**src/rtl/uart_rx_engine.sv**
```systemverilog
// UART receiver: oversampled start/data/parity/stop decode into a small RX FIFO with irq.
// Latency: push at the middle of the last stop bit; valid_o rises one cycle later.
// Backpressure: valid_o/ready_i pop; a frame arriving into a full FIFO is dropped and flagged by overrun_o.
//
// Ports: clk_i/arst_ni clock and async active-low reset; rx_i raw serial line;
//   clk_en_i gates the receiver; flush_i empties the FIFO; clk_div_i clocks per oversample tick;
//   data_bits_i/parity_en_i/parity_type_i/stop_bits_i frame format; rx_int_en_i/thresh_i irq setup;
//   data_o/perr_o/ferr_o/brk_o/valid_o FIFO head with ready_i pop; count_o fill level;
//   overrun_o drop pulse; irq_o registered interrupt.
module uart_rx_engine #(
    parameter  int FIFO_DEPTH   = 8,
    parameter  int OVERSAMPLE   = 16,
    parameter  int TIMEOUT_BITS = 40,
    localparam int CW           = $clog2(FIFO_DEPTH + 1)
) (
    input  logic          clk_i,
    input  logic          arst_ni,
    input  logic          rx_i,
    input  logic          clk_en_i,
    input  logic          flush_i,
    input  logic [31:0]   clk_div_i,
    input  logic [1:0]    data_bits_i,
    input  logic          parity_en_i,
    input  logic          parity_type_i,
    input  logic          stop_bits_i,
    input  logic          rx_int_en_i,
    input  logic [CW-1:0] thresh_i,
    output logic [7:0]    data_o,
    output logic          perr_o,
    output logic          ferr_o,
    output logic          brk_o,
    output logic          valid_o,
    input  logic          ready_i,
    output logic [CW-1:0] count_o,
    output logic          overrun_o,
    output logic          irq_o
);
    localparam int AW = $clog2(FIFO_DEPTH);
    localparam int SW = $clog2(OVERSAMPLE);
    localparam int TW = $clog2(TIMEOUT_BITS + 1);
    localparam logic [SW-1:0] S_LO   = SW'(OVERSAMPLE / 2 - 1);
    localparam logic [SW-1:0] S_MID  = SW'(OVERSAMPLE / 2);
    localparam logic [SW-1:0] S_HI   = SW'(OVERSAMPLE / 2 + 1);
    localparam logic [SW-1:0] S_LAST = SW'(OVERSAMPLE - 1);

    typedef enum logic [2:0] {IDLE, START, DATA, PARITY, STOP1, STOP2} state_t;
    typedef struct packed {
        logic       brk;
        logic       ferr;
        logic       perr;
        logic [7:0] data;
    } entry_t;

    // ---------------- synchronizer + edge history ----------------
    logic rx_meta_q, rx_sync_q, rx_prev_q;
    always_ff @(posedge clk_i or negedge arst_ni) begin
        if (!arst_ni) begin
            rx_meta_q <= 1'b1;
            rx_sync_q <= 1'b1;
            rx_prev_q <= 1'b1;
        end else begin
            rx_meta_q <= rx_i;
            rx_sync_q <= rx_meta_q;
            rx_prev_q <= rx_sync_q;
        end
    end

    // ---------------- oversample tick ----------------
    logic [31:0] div_cnt_q, div_cnt_d, div_last;
    logic        tick;
    always_comb begin
        div_last  = (clk_div_i == 32'd0) ? 32'd0 : clk_div_i - 32'd1;
        // >= rather than == so a live shrink of clk_div_i cannot strand the counter
        tick      = clk_en_i && (div_cnt_q >= div_last);
        div_cnt_d = (!clk_en_i || tick) ? 32'd0 : div_cnt_q + 32'd1;
    end

    // ---------------- frame FSM ----------------
    state_t        state_q, state_d;
    logic [SW-1:0] samp_q, samp_d;
    logic [2:0]    bit_q, bit_d;
    logic [7:0]    data_q, data_d;
    logic [1:0]    vote_q, vote_d;
    logic          perr_q, perr_d, ferr_q, ferr_d, zero_q, zero_d;
    logic          maj, decide, wrap, push_req;
    entry_t        push_entry;

    always_comb begin
        state_d  = state_q;
        samp_d   = samp_q;
        bit_d    = bit_q;
        data_d   = data_q;
        vote_d   = vote_q;
        perr_d   = perr_q;
        ferr_d   = ferr_q;
        zero_d   = zero_q;
        push_req = 1'b0;

        maj    = (vote_q[0] & vote_q[1]) | (vote_q[0] & rx_sync_q) | (vote_q[1] & rx_sync_q);
        decide = tick && (samp_q == S_HI);
        wrap   = tick && (samp_q == S_LAST);
        // Entry reflects the last stop bit being decided this cycle.
        push_entry = '{brk: zero_q & ~maj, ferr: ferr_q | ~maj, perr: perr_q, data: data_q};

        if (state_q != IDLE && tick) begin
            samp_d = (samp_q == S_LAST) ? '0 : samp_q + 1'b1;
            if (samp_q == S_LO)  vote_d[0] = rx_sync_q;
            if (samp_q == S_MID) vote_d[1] = rx_sync_q;
        end

        case (state_q)
            IDLE: begin
                samp_d = '0;
                bit_d  = '0;
                // Falling edge, not level: after a break the line must return high
                // before the next frame can start.
                if (rx_prev_q && !rx_sync_q) begin
                    state_d = START;
                    data_d  = '0;
                    perr_d  = 1'b0;
                    ferr_d  = 1'b0;
                    zero_d  = 1'b1;
                end
            end
            START: begin
                if (decide && maj)  state_d = IDLE;
                else if (wrap)      state_d = DATA;
            end
            DATA: begin
                if (decide) begin
                    data_d[bit_q] = maj;
                    if (maj) zero_d = 1'b0;
                end
                if (wrap) begin
                    if (bit_q == {1'b0, data_bits_i} + 3'd4)
                        state_d = parity_en_i ? PARITY : STOP1;
                    else
                        bit_d = bit_q + 3'd1;
                end
            end
            PARITY: begin
                if (decide) begin
                    perr_d = ((^data_q) ^ maj) != parity_type_i;
                    if (maj) zero_d = 1'b0;
                end
                if (wrap) state_d = STOP1;
            end
            STOP1: begin
                if (decide) begin
                    if (!stop_bits_i) begin
                        push_req = 1'b1;
                        state_d  = IDLE;
                    end else begin
                        if (!maj) ferr_d = 1'b1;
                        else      zero_d = 1'b0;
                    end
                end
                if (wrap && stop_bits_i) state_d = STOP2;
            end
            STOP2: begin
                if (decide) begin
                    push_req = 1'b1;
                    state_d  = IDLE;
                end
            end
            default: state_d = IDLE;
        endcase

        if (!clk_en_i) begin
            state_d  = IDLE;
            push_req = 1'b0;
        end
    end

    always_ff @(posedge clk_i or negedge arst_ni) begin
        if (!arst_ni) begin
            div_cnt_q <= '0;
            state_q   <= IDLE;
            samp_q    <= '0;
            bit_q     <= '0;
            data_q    <= '0;
            vote_q    <= '0;
            perr_q    <= 1'b0;
            ferr_q    <= 1'b0;
            zero_q    <= 1'b0;
        end else begin
            div_cnt_q <= div_cnt_d;
            state_q   <= state_d;
            samp_q    <= samp_d;
            bit_q     <= bit_d;
            data_q    <= data_d;
            vote_q    <= vote_d;
            perr_q    <= perr_d;
            ferr_q    <= ferr_d;
            zero_q    <= zero_d;
        end
    end

    // ---------------- RX FIFO ----------------
    entry_t        mem_q [FIFO_DEPTH];
    entry_t        head;
    logic [AW-1:0] wr_q, rd_q;
    logic [CW-1:0] count_q;
    logic          full, pop, push_ok, overrun_q;

    assign full    = (count_q == CW'(FIFO_DEPTH));
    assign valid_o = (count_q != '0);
    assign pop     = valid_o && ready_i;
    assign push_ok = push_req && (!full || pop);
    assign head    = mem_q[rd_q];

    always_ff @(posedge clk_i) begin
        if (push_ok && !flush_i) mem_q[wr_q] <= push_entry;
    end

    always_ff @(posedge clk_i or negedge arst_ni) begin
        if (!arst_ni) begin
            wr_q      <= '0;
            rd_q      <= '0;
            count_q   <= '0;
            overrun_q <= 1'b0;
        end else begin
            overrun_q <= !flush_i && push_req && full && !pop;
            if (flush_i) begin
                wr_q    <= '0;
                rd_q    <= '0;
                count_q <= '0;
            end else begin
                if (push_ok) wr_q <= wr_q + 1'b1;
                if (pop)     rd_q <= rd_q + 1'b1;
                if (push_ok && !pop)      count_q <= count_q + 1'b1;
                else if (pop && !push_ok) count_q <= count_q - 1'b1;
            end
        end
    end

    assign data_o    = valid_o ? head.data : 8'h00;
    assign perr_o    = valid_o & head.perr;
    assign ferr_o    = valid_o & head.ferr;
    assign brk_o     = valid_o & head.brk;
    assign count_o   = count_q;
    assign overrun_o = overrun_q;

    // ---------------- receive timeout + irq ----------------
    logic [SW-1:0] tsamp_q, tsamp_d;
    logic [TW-1:0] tbits_q, tbits_d;
    logic          tout_q, tout_d, tclr, irq_q;

    always_comb begin
        tsamp_d = tsamp_q;
        tbits_d = tbits_q;
        tout_d  = tout_q;
        tclr    = push_req || pop || flush_i || (state_q != IDLE) || (count_q == '0);
        if (tclr) begin
            tsamp_d = '0;
            tbits_d = '0;
            tout_d  = 1'b0;
        end else if (tick && !tout_q) begin
            if (tsamp_q == S_LAST) begin
                tsamp_d = '0;
                tbits_d = tbits_q + 1'b1;
                if (tbits_q == TW'(TIMEOUT_BITS - 1)) tout_d = 1'b1;
            end else begin
                tsamp_d = tsamp_q + 1'b1;
            end
        end
    end

    always_ff @(posedge clk_i or negedge arst_ni) begin
        if (!arst_ni) begin
            tsamp_q <= '0;
            tbits_q <= '0;
            tout_q  <= 1'b0;
            irq_q   <= 1'b0;
        end else begin
            tsamp_q <= tsamp_d;
            tbits_q <= tbits_d;
            tout_q  <= tout_d;
            irq_q   <= rx_int_en_i && (((thresh_i != '0) && (count_q >= thresh_i)) || tout_q);
        end
    end

    assign irq_o = irq_q;

endmodule

```
**config.mk**
```make
export PLATFORM = sky130hd
export DESIGN_NAME = uart_rx_engine
export DESIGN_NICKNAME = d
export VERILOG_FILES = /design/src/rtl/uart_rx_engine.sv
export SDC_FILE = /design/constraint.sdc
export NUM_CORES = 1
export LEC_CHECK = 0
export ABC_AREA = 1
export CORE_MARGIN = 3
export CORE_UTILIZATION = 62
export CTS_BUF_LIST = sky130_fd_sc_hd__clkbuf_8
export DETAILED_ROUTE_END_ITERATION = 12
export GPL_ROUTABILITY_DRIVEN = 0
export GPL_TIMING_DRIVEN = 0
export PLACE_DENSITY_LB_ADDON = 0.3
export SLEW_MARGIN = 20
export SYNTH_ARGS = -nofsm -noshare
export SYNTH_HDL_FRONTEND = slang
export SYNTH_SLANG_ARGS = --single-unit
export TNS_END_PERCENT = 10
```
**constraint.sdc**
```tcl
create_clock -name clk_i -period 4 [get_ports clk_i]
set_input_delay 0.4 -clock clk_i [delete_from_list [all_inputs] [get_ports clk_i]]
set_output_delay 0.4 -clock clk_i [all_outputs]
set_load 0.02 [all_outputs]
```
## Word-level counts from Yosys, hierarchy flattened

Memory sizes are Yosys's and may differ from the RTL's.
Index checks and enable logic that the tools add are counted.
W data, S select, Z words.

- Bits in writable memories: 88
- Register bits: 81
- Bits of input ports: 48
- Output and inout bits: 18
- Logic and storage cells: 207
- Memories kept: 1

- $lt $le $gt $ge: 4
- Bitwise gates (word level): 12
- Eq/ne operators: 31
- Reductions and logical operators: 62
- Add/subtract/negate cells: 11
- Mux-type cells: 65

Memory list:

| memory | depth | width | rd ports | clocked after memory_dff | write ports | RTL line | RTL |
|---|---|---|---|---|---|---|---|
| mem_q | 8 | 11 | 1 | 0 | 1 | 200 | `entry_t mem_q [FIFO_DEPTH];` |

Operator list:

| cell | count |
|---|---|
| $mux W32 | 2 |
| $mux W3 | 18 |
| $mux W4 | 9 |
| $add A32 B1 Y32 const B | 1 |
| $ge A32 B32 Y1 | 1 |
| $logic_not A32 Y1 | 1 |
| $sub A32 B1 Y32 const B | 1 |
| $mux W8 | 3 |
| $mux W1 | 21 |
| $eq A4 B4 Y1 const B | 5 |
| $logic_and A1 B1 Y1 | 19 |
| $mux W6 | 3 |
| $pmux W3 S6 | 1 |
| $reduce_bool A2 Y1 | 9 |
| $ne A2 B2 Y1 const B | 8 |
| $pmux W8 S2 | 1 |
| $ne A3 B3 Y1 const B | 5 |
| $add A4 B1 Y4 const B | 3 |
| $ne A4 B4 Y1 const B | 3 |
| $reduce_and A3 Y1 | 4 |
| $reduce_and A5 Y1 | 2 |
| $add A3 B1 Y3 const B | 3 |
| $reduce_bool A3 Y1 | 3 |
| $bwmux W8 | 1 |
| other kinds (31) | 58 |

## Depth between registers and ports, before layout

Gate-level depths: netlist of run 1.

- Depth after elaboration: 14
- Gate-level depth with buffers: 33
- Gate-level depth less buffers: 33

## Least setup slack after synthesis of run 1

OpenSTA, ideal clock, no wires.

- Path kind: input to register
- Start: input clk_div_i[0]
- End: memory mem_q[0][0] (netlist name), enable pin
- Setup time: 0.393 ns
- Required time: 3.607 ns
- Arrival: 4.061 ns
- Path buffers: 0
- Setup slack: -0.454 ns
- Stages on the path: 26
- Cells stage by stage: inv_1 ha_1 inv_1 nor2_2 inv_2 nor2_4 nand2_2 nor4_4 nand3_2 nor2_1 nand2_1 o21ai_1 nand3_1 ha_1 nand2_1 nor2_1 nand4_1 a21oi_1 nor2_1 nand2_2 nand3_4 nor2_4 nand2_2 nor2_2 nand2_1 nor3_1

- Longest elaborated chain between the ends: 12
- Elaborated cells on any way between the ends: 14
- Those cells by class: 1 x add/sub; 1 x order compare; 7 x mux; 5 x reduce/logical

RTL lines:

| what | RTL line | RTL |
|---|---|---|
| start: declaration | 21 | `input logic [31:0] clk_div_i,` |
| $sub A32 B1 Y32 / $logic_not A32 Y1 (equally long branches) | 72 | `div_last = (clk_div_i == 32'd0) ? 32'd0 : clk_div_i - 32'd1;` |
| $mux W32 (*) | 72 |  |
| $ge A32 B32 Y1 (*) | 74 | `tick = clk_en_i && (div_cnt_q >= div_last);` |
| $logic_and A1 B1 Y1 (*) | 74 |  |
| $logic_and A1 B1 Y1 (*) | 100 | `decide = tick && (samp_q == S_HI);` |
| $mux W1, on equally long branches | 161, 149 |  |
| $pmux W1 S2 (*) | 111 | `case (state_q)` |
| $mux W1 (*) | 169 | `if (!clk_en_i) begin` |
| $logic_and A1 B1 Y1 (*) | 209 | `assign push_ok = push_req && (!full \|\| pop);` |
| $logic_and A1 B1 Y1 (*) | 213 | `if (push_ok && !flush_i) mem_q[wr_q] <= push_entry;` |
| $mux W1 (*) | 213 |  |
| $mux W1 (implied by the code) (*) | 213 |  |
| end: declaration | 200 |  |

Every way passes the cells marked *; elsewhere a longest branch is shown, timed or not.

## Final worst setup path of run 1

- Start: input clk_div_i[2]
- End: register count_q[3], in the netlist count_o[3]

- Longest elaborated chain between the ends: 12
- Elaborated cells on any way between the ends: 17
- Those cells by class: 1 x add/sub; 1 x order compare; 7 x mux; 8 x reduce/logical

RTL lines:

| what | RTL line | RTL |
|---|---|---|
| $sub A32 B1 Y32 / $logic_not A32 Y1 (equally long branches) | 72 |  |
| $mux W32 (*) | 72 |  |
| $ge A32 B32 Y1 (*) | 74 |  |
| $logic_and A1 B1 Y1 (*) | 74 |  |
| $logic_and A1 B1 Y1 (*) | 100 |  |
| $mux W1, on equally long branches | 161, 149 |  |
| $pmux W1 S2 (*) | 111 |  |
| $mux W1 (*) | 169 |  |
| $logic_and A1 B1 Y1 (*) | 209 |  |
| $logic_and A1 B1 Y1 / $logic_not A1 Y1 (equally long branches) | 231, 232 |  |
| $mux W4 / $logic_and A1 B1 Y1 (equally long branches) | 231, 232 |  |
| $mux W4 / $reduce_bool A3 Y1 (equally long branches) | -- |  |
| end signal: assignment | 231 | `if (push_ok && !pop) count_q <= count_q + 1'b1;` |
| end signal: assignment | 232 | `else if (pop && !push_ok) count_q <= count_q - 1'b1;` |
| end: declaration | 203 | `logic [CW-1:0] count_q;` |

Marked as above.
A chain may end at the register's enable or synchronous reset.

==> flow_metrics.env, run 1 <==
export IMPL_status="complete, no violations"
export IMPL_holdPathStages=1
export IMPL_fp_dieH_um=132
export IMPL_peakVddDrop_uv=357
export IMPL_gr_usage_all_layers_pct=28.4
export IMPL_yosys_warnings=0
export IMPL_drt_total_wl_mm=25.8
export IMPL_fin_crit_ps=3950
export IMPL_clock_fmax_ghz=0.253
export IMPL_min_delay_start="rx_i"
export IMPL_slew_viol_final=0
export IMPL_path_max_fanout=3
export IMPL_synthArstFlopShare_pct=47.9
export IMPL_drive_gt1_share_pct=20.4
export IMPL_synth_seq_cells=169
export IMPL_ios=66
export IMPL_io_buffers=65
export IMPL_yosysSeqAreaShare_pct=47.6
export IMPL_die_area_um2=17400
export IMPL_final_design_area_no_fill_um2=12200
export IMPL_finalNetCount=1386
export IMPL_crit_type="in -> reg"
export IMPL_synth_nets=1226
export IMPL_slowest_stage="ha_1"
export IMPL_wl_per_cell_um=17.1
export IMPL_cap_viol_max_count=0
export IMPL_r2r_cells=23
export IMPL_fin_crit_sh_pct=98.7
export IMPL_gr_usage_met2_pct=46.4
export IMPL_cp_common_cell="buf_4"
export IMPL_yosysTopAreaCellShare_pct=26.9
export IMPL_synth_enable_flop_cells=88
export IMPL_cts_root_buf="clkbuf_8"
export IMPL_netlist_area_um2=9810
export IMPL_yosysMostFrequentCell="nor2_1"
export IMPL_dp_cells=1405
export IMPL_synth_cell_types=50
export IMPL_grt_pass1_wl_mm=39.9
export IMPL_regToRegStartpoint="div_cnt_q[2]"
export IMPL_hpwl_mm=16.3
export IMPL_grt_pass1_vias=8244
export IMPL_top_usage_layer="met2"
export IMPL_synth_top_cells_by_area="edfxtp_1 27%, dfrtp_1 20%, nor2_1 6.5%"
export IMPL_hold_viol_final=0
export IMPL_vias=8933
export IMPL_start_util_pct=64.0
export IMPL_cp_required_ps=4350
export IMPL_placed_cell_area_um2=10900
export IMPL_die_w_um=132
export IMPL_tightestPinTransition_ps=652
export IMPL_synthCells=1128
export IMPL_drc=0
export IMPL_multi_input_area_um2=4910
export IMPL_ant_nets=0
export IMPL_crit_arrival_ps=4300
export IMPL_grt_max_degree=46
export IMPL_antenna_found_initial=0
export IMPL_fin_tns_setup_ps=0
export IMPL_syn_avg_cell_area_um2=8.70
export IMPL_r2r_slack_ps=1060
export IMPL_clk_pin_slew_worst_paths_ps=80
export IMPL_start_kind="input pin"
export IMPL_cp_end_kind="register"
export IMPL_slew_headroom_pct=56.1
export IMPL_grt_overflow=0
export IMPL_p_leak_nw=5.14
export IMPL_cts_buffers=17
export IMPL_viasPerCell=5.91
export IMPL_rows=45
export IMPL_regArea_um2=4670
export IMPL_clkSinkCount=169
export IMPL_slowest_delay_ps=320
export IMPL_synth_top_cells_by_count="171 x nor2_1, 158 x nand2_1, 128 x inv_1"
export IMPL_hp_class="in -> reg"
export IMPL_drt_initial_drc_count=1041
export IMPL_yosysTopAreaCell="edfxtp_1"
export IMPL_clk_latency_ps=460
export IMPL_use_met3_pct=4.27
export IMPL_fp_coreArea_um2=15300
export IMPL_ys_flop_type="edfxtp_1"
export IMPL_finClkSkew_ps=13.1
export IMPL_syn2layout_area_growth_pct=24.4
export IMPL_p_per_area_nw_per_um2=420
export IMPL_h_tree_depth=4
export IMPL_timing_rr_end="count_o[3]"
export IMPL_nFillCells=908
export IMPL_cts_tree="done"
export IMPL_clockBufferDepth=2
export IMPL_n_antenna_cell=0
export IMPL_fin_cells=1512
export IMPL_finalSetupViolCount=0
export IMPL_min_to="rx_meta_q"
export IMPL_firstDrtPassIters=6
export IMPL_grt_use_met1_pct=39.1
-- layer usage --
metal / share of wire [%] / vias to the layer above
li1: - / 4160
met1: 41 / 4231
met2: 48 / 446
met3: 7.3 / 96
met4: 3.2 / 0
met5: 0 / -
-- critical path, delay by kind of cell --
kind | cells | cell delay (ps)
AOI/OAI and AO/OA | 1 | 50
buffers and inverters | 12 | 1370
adders and majority gates | 2 | 640
and+or+nand+nor | 21 | 1640
xor gates and xnor gates | 1 | 170
-- area by class of cell --
type	instances	area share (%)
Tap cell	211	2.16
Buffer	26	1.01
Inverter	138	4.31
Timing Repair Buffer	141	10.9
Sequential cell	169	38.3
Multi-Input combinational cell	795	40.3
Clock buffer	18	2.03
Clock inverter	14	0.985
-- logic make-up (layout without fill, tap and decap cells) --
family / count (synthesis) / after routing / synth area share [%]
AOI/OAI and AO/OA: 196 / 196 / 11.3
xor gates and xnor gates: 41 / 41 / 3.66
adders and majority gates: 50 / 50 / 6.45
buffers and inverters: 164 / 337 / 6.38
DFF: 169 / 169 / 47.6
and+or+nand+nor: 508 / 508 / 24.6
-- how the worst max path moves through the flow --
stage | startpoint | endpoint | slack, ps
after floorplan | clk_div_i[1] | mem_q[0][0] | 20
after global placement | clk_div_i[12] | mem_q[0][2] | -1220
after detailed placement | clk_div_i[12] | mem_q[0][3] | -1340
after CTS | clk_div_i[11] | mem_q[0][5] | 4
after global routing | clk_div_i[2] | count_o[3] | -160
final | clk_div_i[2] | count_o[3] | 50
-- registers in the layout (all words and copies together), names as in the netlist, 4 cells and up --
name       count
count_o        4
data_q         8
div_cnt_q     32
mem_q         88
samp_q         4
tbits_q        6
tsamp_q        4
-- layout by cell type (no fill, tap or decap), drive strengths merged, types with 2 or more instances in the layout --
master,count
clkinvlp,4
dfrtp,78
o31ai,2
ha,49
nand2,170
o21ai,91
a31oi,16
nor4,12
nand3b,2
a21o,4
xnor2,18
dlymetal6s2s,13
clkbuf,44
nand3,66
nor3,35
or2,8
o211ai,5
a21oi,45
nand4,24
buf,85
dfstp,3
a21boi,2
a211oi,2
o22ai,20
dlygate4sd2,3
clkdlybuf4s15,3
o21a,4
nor2,189
xor2,23
inv,142
edfxtp,88
clkinv,5
clkdlybuf4s50,36
-- where the power goes --
part	total [mW]	leakage, nW	internal, mW	switching (mW)
registers	1.95	1.91	1.88	0.0702
logic	2.01	3.05	0.752	1.26
clock network	1.15	0.179	0.509	0.645
-- per-stage QoR --
stage / total power, mW / hold WS [ps] / util, % / worst slack (ps)
detailed placement: 3.85 / 347 / 71.0 / -1340
global placement: 3.79 / 346 / 70.9 / -1220
finish: 5.12 / 345 / 79.6 / 53.6
global route: 5.38 / 315 / 79.6 / -163
CTS: 5.03 / 325 / 77.5 / 3.55
floorplan: 3.17 / 104 / - / 24.4
-- repair_timing --
action	4_1_cts	5_1_grt
setup buffers	58	15
setup endpoints to repair	145	140
gates resized for setup	61	95
hold endpoints to repair	33	0
gates cloned	0	1
hold buffers	1	0
pin swaps	51	63
Power figures use the tool's default switching activity.
==> inputs of run 2 (changes only) <==
REMOVE_ABC_BUFFERS = 1   (was not set)
==> run 2 against run 1 <==
Compared with the run above:
- the run now ends with setup timing left
- die area is the same
- highest routed layer unchanged
- maximum frequency shrank 9.1%
- non-clock buffer count is 9 lower
- critical endpoint unchanged
- setup slack got worse by 400 ps
- cell count is 0.46% lower
==> flow_metrics.env, run 2 (synthesized netlist as in run 1, its figures left out) <==
export IMPL_status="finished, violations left"
export IMPL_failed_checks="setup timing"
export IMPL_largest_register_ff_count=88
export IMPL_fp_dieH_um=132
export IMPL_fin_crit_sh_pct=109
export IMPL_tightestPinTransition_ps=875
export IMPL_slew_headroom_pct=41.7
export IMPL_hold_viol_final=0
export IMPL_grt_pass1_vias=8206
export IMPL_cts_buffers=17
export IMPL_multi_input_area_um2=4990
export IMPL_firstDrtPassIters=8
export IMPL_io_buffers=65
export IMPL_layout_setup_ws_ps=-343
export IMPL_start_util_pct=64.0
export IMPL_grt_pass1_wl_mm=39.0
export IMPL_clkSinkCount=169
export IMPL_drt_total_wl_mm=27.1
export IMPL_min_to="rx_meta_q"
export IMPL_cp_top_family="simple AND/OR/NAND/NOR gates"
export IMPL_peakVddDrop_uv=278
export IMPL_p_per_area_nw_per_um2=410
export IMPL_layout_commonest_cell="nor2_1"
export IMPL_fin_cells=1505
export IMPL_cap_viol_max_count=0
export IMPL_finish_utilization_pct=80.1
export IMPL_top_register="mem_q"
export IMPL_cts_root_buf="clkbuf_8"
export IMPL_top_regs="mem_q x88, div_cnt_q x32, data_q x8"
export IMPL_gr_usage_all_layers_pct=27.4
export IMPL_final_cell_mix="146 x nor2_1, 143 x nand2_1, 118 x inv_1"
export IMPL_clk_pin_slew_worst_paths_ps=90
export IMPL_viasPerCell=6.04
export IMPL_vias=9083
export IMPL_ant_nets=0
export IMPL_slowest_stage="ha_4"
export IMPL_crit_start="clk_div_i[13]"
export IMPL_die_area_um2=17400
export IMPL_antenna_found_initial=0
export IMPL_slew_viol_final=0
export IMPL_grt_max_degree=52
export IMPL_r2r_cells=21
export IMPL_die_w_um=132
export IMPL_r2r_slack_ps=770
export IMPL_ios=66
export IMPL_timing_rr_end="count_o[3]"
export IMPL_dp_cells=1387
export IMPL_cp_end_kind="register"
export IMPL_cts_tree="done"
export IMPL_rsz0062_at_grt="true"
export IMPL_rows=45
export IMPL_drc=0
export IMPL_grt_overflow=0
export IMPL_wl_per_cell_um=18.0
export IMPL_path_max_fanout=6
export IMPL_crit_arrival_ps=4710
export IMPL_drive_gt1_share_pct=22.0
export IMPL_holdPathStages=1
export IMPL_fin_hold_ws_ps=332
export IMPL_regArea_um2=4670
export IMPL_clock_fmax_ghz=0.230
export IMPL_h_tree_depth=4
export IMPL_hpwl_mm=15.4
export IMPL_fin_crit_ps=4340
export IMPL_drt_initial_drc_count=1058
export IMPL_finalSetupViolCount=97
export IMPL_finClkSkew_ps=12.8
export IMPL_cp_common_cell="nand2_1"
export IMPL_report_power_total_mw=5.03
export IMPL_syn2layout_area_growth_pct=25.1
export IMPL_crit_type="in -> reg"
export IMPL_p_leak_nw=5.20
export IMPL_critPathBufInv=7
export IMPL_cp_required_ps=4370
export IMPL_finalNetCount=1380
export IMPL_fp_coreArea_um2=15300
export IMPL_nFillCells=909
export IMPL_regToRegStartpoint="div_cnt_q[13]"
export IMPL_min_delay_start="rx_i"
export IMPL_n_antenna_cell=0
export IMPL_slowest_delay_ps=320
export IMPL_clockBufferDepth=2
export IMPL_start_kind="input pin"
export IMPL_clk_latency_ps=470
export IMPL_hp_class="in -> reg"
run 2: final cells by class:
type | count | share of cell area [%]
timing repair buffer | 158 | 11.6
timing repair inverter | 3 | 0.184
inverter | 138 | 4.35
clock buffer | 17 | 1.91
sequential | 169 | 38.1
tap | 211 | 2.15
clock inverter | 14 | 1.02
multi-input combinational | 795 | 40.7
run 2: worst max path at each step:
stage / end / slack [ps] / cells after the start
floorplan: mem_q[0][0] / -450 / 26
global placement: mem_q[0][1] / -2250 / 25
detailed placement: mem_q[0][1] / -1520 / 26
CTS: mem_q[0][6] / 2 / 27
global route: count_o[3] / -570 / 33
finish: count_o[3] / -340 / 33
run 2: layer usage:
layer	share of wire (%)	track usage (%)
met1	38	35.0
met2	50	47.5
met3	7.9	4.58
met4	4.8	10.2
met5	0	0
run 2: where the power goes:
| part | switching, mW | total [mW] | internal (mW) | leakage (nW) |
|---|---|---|---|---|
| Clock | 0.643 | 1.14 | 0.494 | 0.191 |
| Combinational | 1.16 | 1.87 | 0.715 | 3.09 |
| Sequential | 0.147 | 2.03 | 1.88 | 1.91 |
| Total | 1.94 | 5.03 | 3.09 | 5.20 |
run 2: what timing repair did:
action	in CTS	in global routing
endpoints found under the setup margin	147	154
pin swaps	60	69
setup buffers	64	21
gates resized for setup	84	98
gates cloned	2	1
endpoints found under the hold margin	30	0
hold buffers	1	0
run 2: metrics by stage:
step / setup WS (ps) / area [um^2] / TNS (ps)
after global routing: -569 / 12300 / -42620
after detailed placement: -1520 / 10800 / -171030
after CTS: 2.35 / 11800 / 0
after global placement: -2250 / 10600 / -267740
final: -343 / 12300 / -21960
after floorplan: -454 / 9700 / -39520
